`config.mk`:
```
export PLATFORM = sky130hd
export DESIGN_NAME = blimp_mem_arbiter
export DESIGN_NICKNAME = d
export VERILOG_FILES = /design/src/rtl/blimp_mem_arbiter.sv
export SDC_FILE = /design/constraint.sdc
export NUM_CORES = 1
export LEC_CHECK = 0
export ABC_AREA = 1
export CAP_MARGIN = 40
export CORE_AREA = 2 2 139 141
export CTS_CLUSTER_SIZE = 40
export DETAILED_ROUTE_END_ITERATION = 12
export DIE_AREA = 0 0 141 143
export PLACE_DENSITY = 0.64
export RECOVER_POWER = 50
export SYNTH_ARGS = -nofsm -noshare
export SYNTH_HDL_FRONTEND = slang
export SYNTH_SLANG_ARGS = --single-unit
```
`constraint.sdc`:
```
create_clock -name clk -period 2.2 [get_ports clk]
set_clock_uncertainty 0.15 [all_clocks]
set_input_delay 0.44 -clock clk [delete_from_list [all_inputs] [get_ports clk]]
set_output_delay 0.44 -clock clk [all_outputs]
set_load 0.02 [all_outputs]
```
`src/rtl/blimp_mem_arbiter.sv`:
```
// Two-way round-robin arbiter that shares one memory port between instruction fetch (0)
// and the load-store unit (1), tagging requests so responses can be routed back.
module blimp_mem_arbiter #(
  parameter int p_opaq_bits       = 8,
  parameter int p_max_outstanding = 4
) (
  input  logic                        clk,
  input  logic                        rst,

  input  logic [1:0]                  req_val,
  output logic [1:0]                  req_rdy,
  input  logic [1:0][p_opaq_bits-1:0] req_opaque,
  input  logic [1:0]                  req_op,
  input  logic [1:0][31:0]            req_addr,
  input  logic [1:0][31:0]            req_data,

  output logic [1:0]                  resp_val,
  input  logic [1:0]                  resp_rdy,
  output logic [1:0][p_opaq_bits-1:0] resp_opaque,
  output logic [1:0]                  resp_op,
  output logic [1:0][31:0]            resp_data,

  output logic                        mem_req_val,
  input  logic                        mem_req_rdy,
  output logic [p_opaq_bits:0]        mem_req_opaque,
  output logic                        mem_req_op,
  output logic [31:0]                 mem_req_addr,
  output logic [31:0]                 mem_req_data,

  input  logic                        mem_resp_val,
  output logic                        mem_resp_rdy,
  input  logic [p_opaq_bits:0]        mem_resp_opaque,
  input  logic                        mem_resp_op,
  input  logic [31:0]                 mem_resp_data
);

  localparam int                    c_cnt_bits = $clog2(p_max_outstanding + 1);
  localparam logic [c_cnt_bits-1:0] c_cnt_max  = c_cnt_bits'(p_max_outstanding);
  localparam logic [c_cnt_bits-1:0] c_cnt_one  = c_cnt_bits'(1);

  logic [1:0][c_cnt_bits-1:0] cnt;
  logic                       ptr;
  logic                       reg_valid;
  logic [p_opaq_bits:0]       reg_opaque;
  logic                       reg_op;
  logic [31:0]                reg_addr;
  logic [31:0]                reg_data;

  logic                       can_load;
  logic [1:0]                 eligible;
  logic                       grant_any;
  logic                       grant_id;
  logic [1:0]                 req_fire;
  logic [1:0]                 resp_fire;
  logic                       resp_id;

  assign can_load    = !reg_valid || mem_req_rdy;
  assign eligible[0] = req_val[0] && (cnt[0] < c_cnt_max);
  assign eligible[1] = req_val[1] && (cnt[1] < c_cnt_max);

  // ptr names the preferred requester; fall back to the other one if it is idle or full
  always_comb begin
    grant_any = 1'b0;
    grant_id  = ptr;
    if (eligible[ptr]) begin
      grant_any = 1'b1;
      grant_id  = ptr;
    end else if (eligible[~ptr]) begin
      grant_any = 1'b1;
      grant_id  = ~ptr;
    end
  end

  assign req_rdy[0] = can_load && grant_any && !grant_id;
  assign req_rdy[1] = can_load && grant_any && grant_id;
  assign req_fire   = req_val & req_rdy;

  always_ff @(posedge clk) begin
    if (rst) begin
      reg_valid  <= 1'b0;
      reg_opaque <= '0;
      reg_op     <= 1'b0;
      reg_addr   <= '0;
      reg_data   <= '0;
    end else if (can_load) begin
      reg_valid <= grant_any;
      if (grant_any) begin
        reg_opaque <= {grant_id, req_opaque[grant_id]};
        reg_op     <= req_op[grant_id];
        reg_addr   <= req_addr[grant_id];
        reg_data   <= req_data[grant_id];
      end
    end
  end

  assign mem_req_val    = reg_valid;
  assign mem_req_opaque = reg_opaque;
  assign mem_req_op     = reg_op;
  assign mem_req_addr   = reg_addr;
  assign mem_req_data   = reg_data;

  always_ff @(posedge clk) begin
    if (rst) begin
      ptr <= 1'b0;
    end else if (|req_fire) begin
      ptr <= ~grant_id;
    end
  end

  // Responses are steered purely by the tag bit, so memory may reorder freely
  assign resp_id      = mem_resp_opaque[p_opaq_bits];
  assign mem_resp_rdy = resp_rdy[resp_id];

  always_comb begin
    resp_val          = '0;
    resp_val[resp_id] = mem_resp_val;
    for (int i = 0; i < 2; i++) begin
      resp_opaque[i] = mem_resp_opaque[p_opaq_bits-1:0];
      resp_op[i]     = mem_resp_op;
      resp_data[i]   = mem_resp_data;
    end
  end

  assign resp_fire[0] = resp_val[0] && resp_rdy[0] && (cnt[0] != '0);
  assign resp_fire[1] = resp_val[1] && resp_rdy[1] && (cnt[1] != '0);

  // A grant and a retired response in the same cycle cancel out
  always_ff @(posedge clk) begin
    if (rst) begin
      cnt <= '0;
    end else begin
      for (int i = 0; i < 2; i++) begin
        if (req_fire[i] && !resp_fire[i]) begin
          cnt[i] <= cnt[i] + c_cnt_one;
        end else if (!req_fire[i] && resp_fire[i]) begin
          cnt[i] <= cnt[i] - c_cnt_one;
        end
      end
    end
  end

endmodule

```
[Word-level counts from Yosys, hierarchy flattened]
Index checks and enable logic that the tools add are counted.
Word-level totals
  logic and storage cells: 74
  bits in registers: 82
  output and inout port bits: 162
Cells by class
  reduce and logical (&&, ||, !) cells: 27
  multiplexer cells: 24
  bitwise gates (word level): 4
  add/subtract/negate cells: 4
  magnitude comparators: 7
Operator list (number)
  $mux W32: 4
  $mux W8: 2
  $logic_and A1 B1 Y1: 14
  $mux W1: 13
  $mux W3: 4
  $lt A1 B2 Y1 const B: 4
  $add A3 B1 Y3 const B: 2
  $logic_not A1 Y1: 6
  $lt A3 B3 Y1 const B: 2
  $reduce_bool A3 Y1: 2
  $sub A3 B1 Y3 const B: 2
  $and A2 B2 Y2: 2
  $reduce_bool A2 Y1: 2
  $not A1 Y1: 2
  $reduce_and A2 Y1: 1
  $reduce_or A2 Y1: 1
  $demux W1 S1: 1
  $ge A1 B1 Y1 const B: 1
  $logic_or A1 B1 Y1: 1

[Logic depth before layout (Yosys ltp)]
  word-level depth: 13
  mapped depth: 14
  depth with buffers taken out: 12

[Least setup slack after synthesis]
Ideal clock, no wire load.
  path type: flip-flop to flip-flop
  start: register reg_valid, in the netlist mem_req_val
  end: register cnt[4] in the netlist's numbering
  path buffers: 2
  slack: -0.042 ns
  arrival: 1.976 ns
  stages on the path, launching flop included: 12
  period minus slack after synthesis: 2.242 ns
  cell sequence: dfxtp_1 -> inv_1 -> nor2_1 -> nor2_2 -> buf_4 -> buf_4 -> and2_1 -> ha_1 -> inv_1 -> fa_1 -> o21ai_0 -> nor2_1
Between the ends
  cells in the longest elaborated chain, start to end: 8
RTL lines
  from (decl): RTL line 43  | logic reg_valid;
  from (signal assigned): RTL line 86  | reg_valid <= grant_any;
  $logic_not A1 Y1 *: RTL line 57  | assign can_load = !reg_valid || mem_req_rdy;
  $logic_or A1 B1 Y1 *: RTL line 57
  $logic_and A1 B1 Y1 * (2 in series): RTL line 75  | assign req_rdy[1] = can_load && grant_any && grant_id;
  $and A2 B2 Y2 *: RTL line 76  | assign req_fire = req_val & req_rdy;
  $logic_not A1 Y1: RTL line 135  | end else if (!req_fire[i] && resp_fire[i]) begin
  $logic_and A1 B1 Y1: RTL line 135
  $reduce_bool A2 Y1 (no source line)
  to (signal, indexed assignment): RTL line 134  | cnt[i] <= cnt[i] + c_cnt_one;
  to (signal, indexed assignment): RTL line 136  | cnt[i] <= cnt[i] - c_cnt_one;
  to (decl): RTL line 41  | logic [1:0][c_cnt_bits-1:0] cnt;
Mark *: on every way between the ends. The rest lies on a longest branch, timed or not.
A chain may end at the register's enable or synchronous reset.

[Worst setup path in the final report]
  start: input port mem_resp_opaque[8]
  end: output port mem_resp_rdy
Between the ends
  cells in the longest elaborated chain, start to end: 2
RTL lines
  from (decl): RTL line 32  | input logic [p_opaq_bits:0] mem_resp_opaque,
  $mux W1 (not written as such) (2 in series): RTL line 112  | assign mem_resp_rdy = resp_rdy[resp_id];
  to (decl): RTL line 31  | output logic mem_resp_rdy,
No other way between the ends. The select of a mux whose other input is x is not followed.

==> impl_metrics.ini <==
[timing]
max_freq_mhz = 461.2
tightest_slew_ps = 843.8
holdWs_ps = 360.9
setup_viol = 0
finalHoldViolCount = 0
min_period_ps = 2168
final.period_utilization = 0.9855
slew_viol_final = 0
slew_headroom = 0.4374
rsz0062_at_grt = true
fin_setup_tns_ps = 0

[cts]
cts_tree = done
cts_root_buf = clkbuf_16
clk_pin_slew_ps = 70
cts.sinks = 82
cts_buffers = 9
clk_latency_ps = 340
clk_path_buf_depth = 2
htreeDepth = 3
ctsHoldBuffers = 0

[global_route]
grtUsageTotal = 0.1715
met1_usage = 0.1847
grt_first_pass_wirelength_um = 26880
grt_pass1_vias = 4862
busiest_layer = met2
grt_max_degree = 74
use_met2 = 0.2924
grt_antenna_before_repair = 0
globalRoute.totalOverflow = 0
use_met3 = 0.08048

[logic_synthesis]
synth_cell_types = 24
syn-instance-count = 723
postSynthAreaPerCell_um2 = 6.834
synth_common_cells = nand2_1, nand3_1, buf_4
synth.area.top_cells = dfxtp_1, nand3_1, buf_4
ys_seq_area_frac = 0.3322
synth_top_cell_by_area = dfxtp_1
synth_top_cell_area_share = 0.3322
ys_ff_latch = 82
synthArstFlopShare = 0
synth_area_um2 = 4941
yosysWarnings = 0
ys.flop_type = dfxtp_1
synth.most_common_cell = nand2_1
synth_edf_count = 0
synth_nets = 923

[final_layout]
layout.nets = 1056
area_growth_pct = 47.43
fillers = 1977
fin_util = 0.3921
final_layout_size_suffix_gt1_frac = 0.07317
fin_area_um2 = 7284
stdcell_count = 1095
diodes = 0

[drt]
firstDrtPassIters = 4
drt_iter0_drc = 196
routedWlPerCell_um = 16.48
drc = 0
ant_nets = 0
viasPerCell = 4.690
wl_um = 18040
num_vias = 5136

[worst_setup_path]
critPathArrivalTime_ps = 1580
critical_path_required_ps = 1610
cp_max_fo = 3
r2r_slack_ps = 240
cp-start-kind = input port
critPathKind = in2out
cp-end-kind = output pin

[die]
die_y_um = 143
ios = 358
core_area_um2 = 18580
dieArea_um2 = 20160
placementRows = 50
die_w_um = 141
start_util = 0.2659

[power_and_ir_drop]
max-vdd-ir-drop_mv = 0.5650
power.leakage_nw = 3.518
p_per_area_nw_per_um2 = 829.4

[hold_path]
min_path_type = reg2reg

[placed_design]
dpl-instance-area_um2 = 6864
hpwlAfterDp_um = 12740
dp_cells = 1074
io_buffers = 234
place_congestion = 0.7747

[status]
outcome = finished, final reports clean

[flow_run]
cap_violations = 0
[path summary, 6_finish.rpt]
| check | startpoint | endpoint | cells after the start |
|---|---|---|---|
| worst max-delay path | mem_resp_opaque[8] | mem_resp_rdy | 3 |
| worst min-delay path | cnt[5] | cnt[5] | 2 |
| worst max register to register | cnt[3] | cnt[5] | 8 |
| worst min register to register | cnt[5] | cnt[5] | 2 |
[through the flow]
| stage | total power [W] | worst slack (ps) |
|---|---|---|
| 5_1_grt | 0.006416 | -73.77 |
| 4_1_cts | 0.006123 | 2.158 |
| 6_report | 0.006042 | 31.79 |
| 2_1_floorplan | 0.003389 | 1.493 |
| 3_5_place_dp | 0.004169 | -435.2 |
| 3_3_place_gp | 0.004151 | -341.0 |
[cell families (layout without fill, tap and decap cells)]
family                   after synthesis  in the layout  synth area share
AO/OA/AOI/OAI                         15             15           0.01671
adder cells (fa/ha/maj)                4              4           0.01317
buffers and inverters                229            367            0.2591
flip-flops                            82             82            0.3322
multiplexers                           1              1          0.002279
AND/OR/NAND/NOR                      392            392            0.3766
[worst max-delay path: stages]
cell             delay [ps]
clkdlybuf4s50_1         510
mux2_2                  340
clkdlybuf4s15_1         290
[power breakdown]
group / switching, W / internal [W]
combinational: 0.00127 / 0.00101
clock: 0.000651 / 0.00126
sequential: 0.000137 / 0.00172
total: 0.00205 / 0.00399
[repair_timing]
item                       4_1_cts  5_1_grt
resized for setup               12       13
pin swaps                        1        6
setup buffers                    0        5
setup endpoints to repair        7       12
[metal layers]
layer | vias to the layer above | part of all wire
met5 | - | 0
met4 | 0 | 0.031
met3 | 29 | 0.10
met2 | 239 | 0.48
met1 | 2327 | 0.39
li1 | 2541 | -
[cells in the final DEF, fill, tap and decap left out, drive strengths merged]
| cell type | count |
|---|---|
| a21oi | 6 |
| and2 | 2 |
| buf | 28 |
| bufinv | 4 |
| clkbuf | 10 |
| clkdlybuf4s15 | 1 |
| clkdlybuf4s50 | 194 |
| clkinv | 2 |
| dfxtp | 82 |
| dlygate4sd2 | 2 |
| dlygate4sd3 | 34 |
| dlymetal6s2s | 1 |
| fa | 2 |
| ha | 2 |
| inv | 91 |
| mux2 | 1 |
| nand2 | 158 |
| nand3 | 150 |
| nand4 | 73 |
| nor2 | 8 |
| nor3 | 1 |
| o21ai | 7 |
| o311ai | 2 |
[registers in the layout (all words and copies together), names as in the netlist]
signal / count
cnt: 6
mem_req_addr: 32
mem_req_data: 32
mem_req_op: 1
mem_req_opaque: 9
mem_req_val: 1
ptr: 1
[area by class of cell]
class                   count  area (µm²)  share of cell area
multi-input cells         412        2056              0.2822
clock inverters             6       137.6             0.01889
clock buffers              10       239.0             0.03281
flip-flops and latches     82        1643              0.2255
well taps                 234       292.8             0.04019
repair buffers            260        2575              0.3535
inverters                  91       341.6             0.04689
(Power assumes the default switching activity.)
==> edit 1: new RTL, config.mk and constraints unchanged <==
The parameter `p_opaq_bits` goes from 8 to 10.
--- a/src/rtl/blimp_mem_arbiter.sv
+++ b/src/rtl/blimp_mem_arbiter.sv
@@ -3,3 +3,3 @@
 module blimp_mem_arbiter #(
-  parameter int p_opaq_bits       = 8,
+  parameter int p_opaq_bits       = 10,
   parameter int p_max_outstanding = 4
Ports: changed (resized mem_req_opaque, mem_resp_opaque, req_opaque and resp_opaque); port bits go from 358 to 370. No check against the original RTL was run, so the function may have changed too.
==> edit 1 against the original RTL <==
  * Routed wire length is 3.6% higher
  * Sequential power is 3% higher
  * Clock power is 17% lower
  * Synthesized area is 2.7% higher
  * Worst setup slack better by 0.017 ns
  * Design area is 2.0% higher
  * Total power is 2.7% lower
  * Critical endpoint unchanged
  * Sequential cell count is 2 higher
  * First-iteration DRC count is 15% higher
==> edit 1: results <==
hold_path:
  holdPathStages: 1
  hold-path-endpoint: "cnt[0]"
  holdCritStartpoint: "cnt[0]"
grt:
  grt_pass1_wl_mm: 28.4
  grt_use_met3_pct: 7.38
  grt_pass1_vias: 5053
  met1_usage_pct: 20.6
  grt_use_total_pct: 18.0
  grt_max_degree: 50
  antenna_found_initial: 2
cells_and_area:
  seq_area_um2: 1680
  nClkBuffers: 11
  nonClockBufferCount: 266
  drive_above_1_share_pct: 7.83
  multi_input_area_share_pct: 28.6
  clk_share_pct: 4.07
  fillCellCount: 1968
  layout.cells.non_filler: 1116
  multi_input_area_um2: 2130
  nonClkBufAreaFrac_pct: 36.0
  n_all_inverters: 93
  final_nets: 1082
  n_antenna_cell: 1
  multi_input_cells: 422
place:
  gp_congestion: 0.780
  dpl-instance-area_um2: 7080
  dp_hpwl_mm: 13.0
  io_buffers: 240
logic_synthesis:
  ys_ff_latch: 84
  synth_cells: 741
  synthTopCellsByArea: "dfxtp_1, nand3_1, buf_4"
  ys_types: 23
  muxShareOfSynthArea_pct: 0.222
  synth_compound_area_share_pct: 1.63
  synth_seq_area_share_pct: 33.1
  synth_common_cells: "nand3_1, nand2_1, inv_1"
  synth_xor_area_share_pct: 0
  synthAdderAreaFrac_pct: 1.28
power:
  clkPwrFrac_pct: 27.0
  p_seq_uw: 1910
  vdd_drop_max_mv: 0.447
  p_leak_uw: 0.00350
  p_int_uw: 3750
routing:
  top_layer_used: "met5"
  dr_wl_met2_mm: 8.64
  first_pass_iters: 5
  detail_route.iter0.violations: 225
  num_vias: 5262
  wl_met1_mm: 7.37
  wl_mm: 18.7
clock_tree:
  cts_resized: 10
  cts_setup_buffers: 2
  cts_max_path_buffers: 2
  cts_hold_buf: 0
timing:
  final.min_clock_period_ns: 2.15
  worstMarginPinSlew_ns: 0.812
worst_setup_path:
  reg2reg_slack_ns: 0.22
  arrival_ns: 1.56
status:
  outcome: "completed"
edit 1: worst max-delay path by stage:
stage | from | to | slack, ns | cells after the start
final | mem_resp_opaque[10] | mem_resp_rdy | 0.05 | 3
after global routing | cnt[5] | mem_req_addr[24] | 0.003 | 10
after CTS | req_val[0] | req_rdy[0] | -0.01 | 6
after detailed placement | req_val[0] | cnt[2] | -0.34 | 12
after global placement | req_val[0] | cnt[2] | -0.31 | 12
after floorplan | mem_req_rdy | cnt[4] | -0.004 | 10
edit 1: metrics by stage:
stage          power (µW)  setup slack (ns)  util [%]  TNS (ns)  hold WS, ns
2_1_floorplan        3480          -0.00356         -  -0.00356        0.297
3_3_place_gp         4290            -0.308      38.1     -6.43        0.344
3_5_place_dp         4310            -0.343      38.1     -7.41        0.345
4_1_cts              5990           -0.0105      40.1   -0.0105        0.355
5_1_grt              6250           0.00334      40.0         0        0.386
6_report             5880            0.0489      40.0         0        0.359
==> edit 2: new RTL, config.mk and constraints unchanged <==
Without the edit above. Reset style: asynchronous (`rst`), changed in 3 clocked blocks.
--- a/src/rtl/blimp_mem_arbiter.sv
+++ b/src/rtl/blimp_mem_arbiter.sv
@@ -77,3 +77,3 @@
 
-  always_ff @(posedge clk) begin
+  always_ff @(posedge clk or posedge rst) begin
     if (rst) begin
@@ -101,3 +101,3 @@
 
-  always_ff @(posedge clk) begin
+  always_ff @(posedge clk or posedge rst) begin
     if (rst) begin
@@ -127,3 +127,3 @@
   // A grant and a retired response in the same cycle cancel out
-  always_ff @(posedge clk) begin
+  always_ff @(posedge clk or posedge rst) begin
     if (rst) begin
Function: differs if rst is asserted again (counterexample within 4 cycles, from zero or initial values and one cycle with rst high); with rst held inactive, the same outputs for 4 cycles.
==> edit 2 against the original RTL <==
  * Design area is 3.0% higher
  * Cell count is 0.18% higher
  * Synthesized area is 5.6% higher
  * Critical endpoint unchanged
  * Non-clock buffer count stayed put
  * Global-route usage is 0.18 points lower
  * Routed wire length is 3.3% lower
  * Sequential cell count stayed put
  * Core utilization is 1.2 points higher
  * Synthesized cell count is 0.97% lower
  * Worst setup slack better by 0.0075 ns
  * Sequential share of layout area is 4.8 points higher
Power is not compared: it rests on default switching activity, and its combinational part moved more than twofold at a synthesized area within 25%.
==> edit 2: results <==
status:
  outcome: "completed"
cells_and_area:
  final_nets: 1058
  drive_above_1_share_pct: 6.60
  n_antenna_cell: 0
power:
  p_leak_uw: 0.00373
  vdd_drop_max_mv: 0.944
worst_setup_path:
  reg2reg_to: "cnt[2]"
  worst-path-max-fanout: 2
  reg2reg_slack_ns: 0.12
  timing.rr.start: "cnt[2]"
  path_delay_family: "buffers and inverters"
  cpMaxStageDelayCell: "clkdlybuf4s50_1"
  reg2reg_depth: 13
  slowest_delay_ns: 0.48
routing:
  wl_mm: 17.4
  first_pass_iters: 4
  wl_met3_mm: 1.21
  detail_route.iter0.violations: 155
  dr_wl_met2_mm: 8.90
  wl_met1_mm: 6.86
  via_per_inst: 4.53
  wl_per_cell_um: 15.9
logic_synthesis:
  synth_nets: 916
  synth_warnings: 0
  ys_types: 18
  synth_flop_cell: "dfrtp_1"
  async_reset_ff_share_pct: 100
  synthTopCellsByArea: "dfrtp_1, nand2_1, buf_4"
  synth_seq_area_share_pct: 39.3
  synth_common_cells: "nand2_1, buf_4, inv_1"
  avgSynthCellArea_um2: 7.29
place:
  gp_congestion: 0.789
  dp_hpwl_mm: 12.4
  place_ws_ns: -0.380
  io_buffers: 234
  dpl-instance-area_um2: 7220
timing:
  worstMarginPinSlew_ns: 0.642
  fin_ws_ns: 0.0393
  whs_ns: 0.399
grt:
  grt_use_total_pct: 17.0
  grt_pass1_vias: 4966
  grt_pass1_wl_mm: 26.6
  antenna_found_initial: 0
  grt_max_degree: 47
clock_tree:
  cts-root-buf: "clkbuf_16"
  htree_levels: 3
  cts_buffers: 9
  cts_setup_buffers: 0
  cts_tree: "built"
hold_path:
  holdCritStartpoint: "cnt[0]"
  hold-path-endpoint: "cnt[0]"
  holdPathStages: 1
[edit 2: cell count changes after synthesis, sizes merged, moves of 6 or more]
cell and change:
dfrtp +82, o21ai -6, dfxtp -82, nand2 +88
clkbuf -8, a21oi -6, nand3 -72
[edit 2: kinds of logic (layout without fill, tap and decap cells)]
kind of cell	count (synthesis)	in the layout	share of synthesized area, %
AND/OR/NAND/NOR	403	403	34.4
XOR/XNOR	4	4	0.671
buffers and inverters	221	368	24.0
adder cells (fa/ha/maj)	4	4	1.25
AO/OA/AOI/OAI	1	1	0.0958
flip-flops	82	82	39.3
multiplexers	1	1	0.216
[edit 2: timing repair]
item | 4_1_cts | 5_1_grt
cloned | 0 | 0
setup endpoints to repair | 5 | 5
resized for setup | 9 | 7
[edit 2: worst reg2reg max path: stages, from the launching register on]
cell and delay, ns:
dfrtp_1 0.43, inv_2 0.10, nand2_1 0.07, nand2_1 0.08, nand2_2 0.08, inv_2 0.07, nand2_2 0.06, inv_1 0.06
ha_1 0.16, inv_1 0.07, fa_2 0.33, nand2_1 0.07, nand3_1 0.09, xor2_1 0.15
[edit 2: area by class of cell]
type | instances | area [µm²]
Tap cell | 234 | 293
Inverter | 92 | 347
Sequential cell | 82 | 2050
Clock buffer | 10 | 239
Clock inverter | 6 | 71.3
Fill cell | 1926 | 11100
Multi-Input combinational cell | 413 | 1940
Timing Repair Buffer | 260 | 2560
[edit 2: per-layer routing]
metal	vias to the layer above	track usage [%]
met2	220	30.4
met3	36	5.30
met5	-	0
met1	2249	19.1
li1	2461	-
met4	0	5.74
[edit 2: power breakdown]
part	total [µW]	switching (µW)	internal, µW
logic	5930	3440	2490
registers	2680	427	2260
clock network	1580	663	921
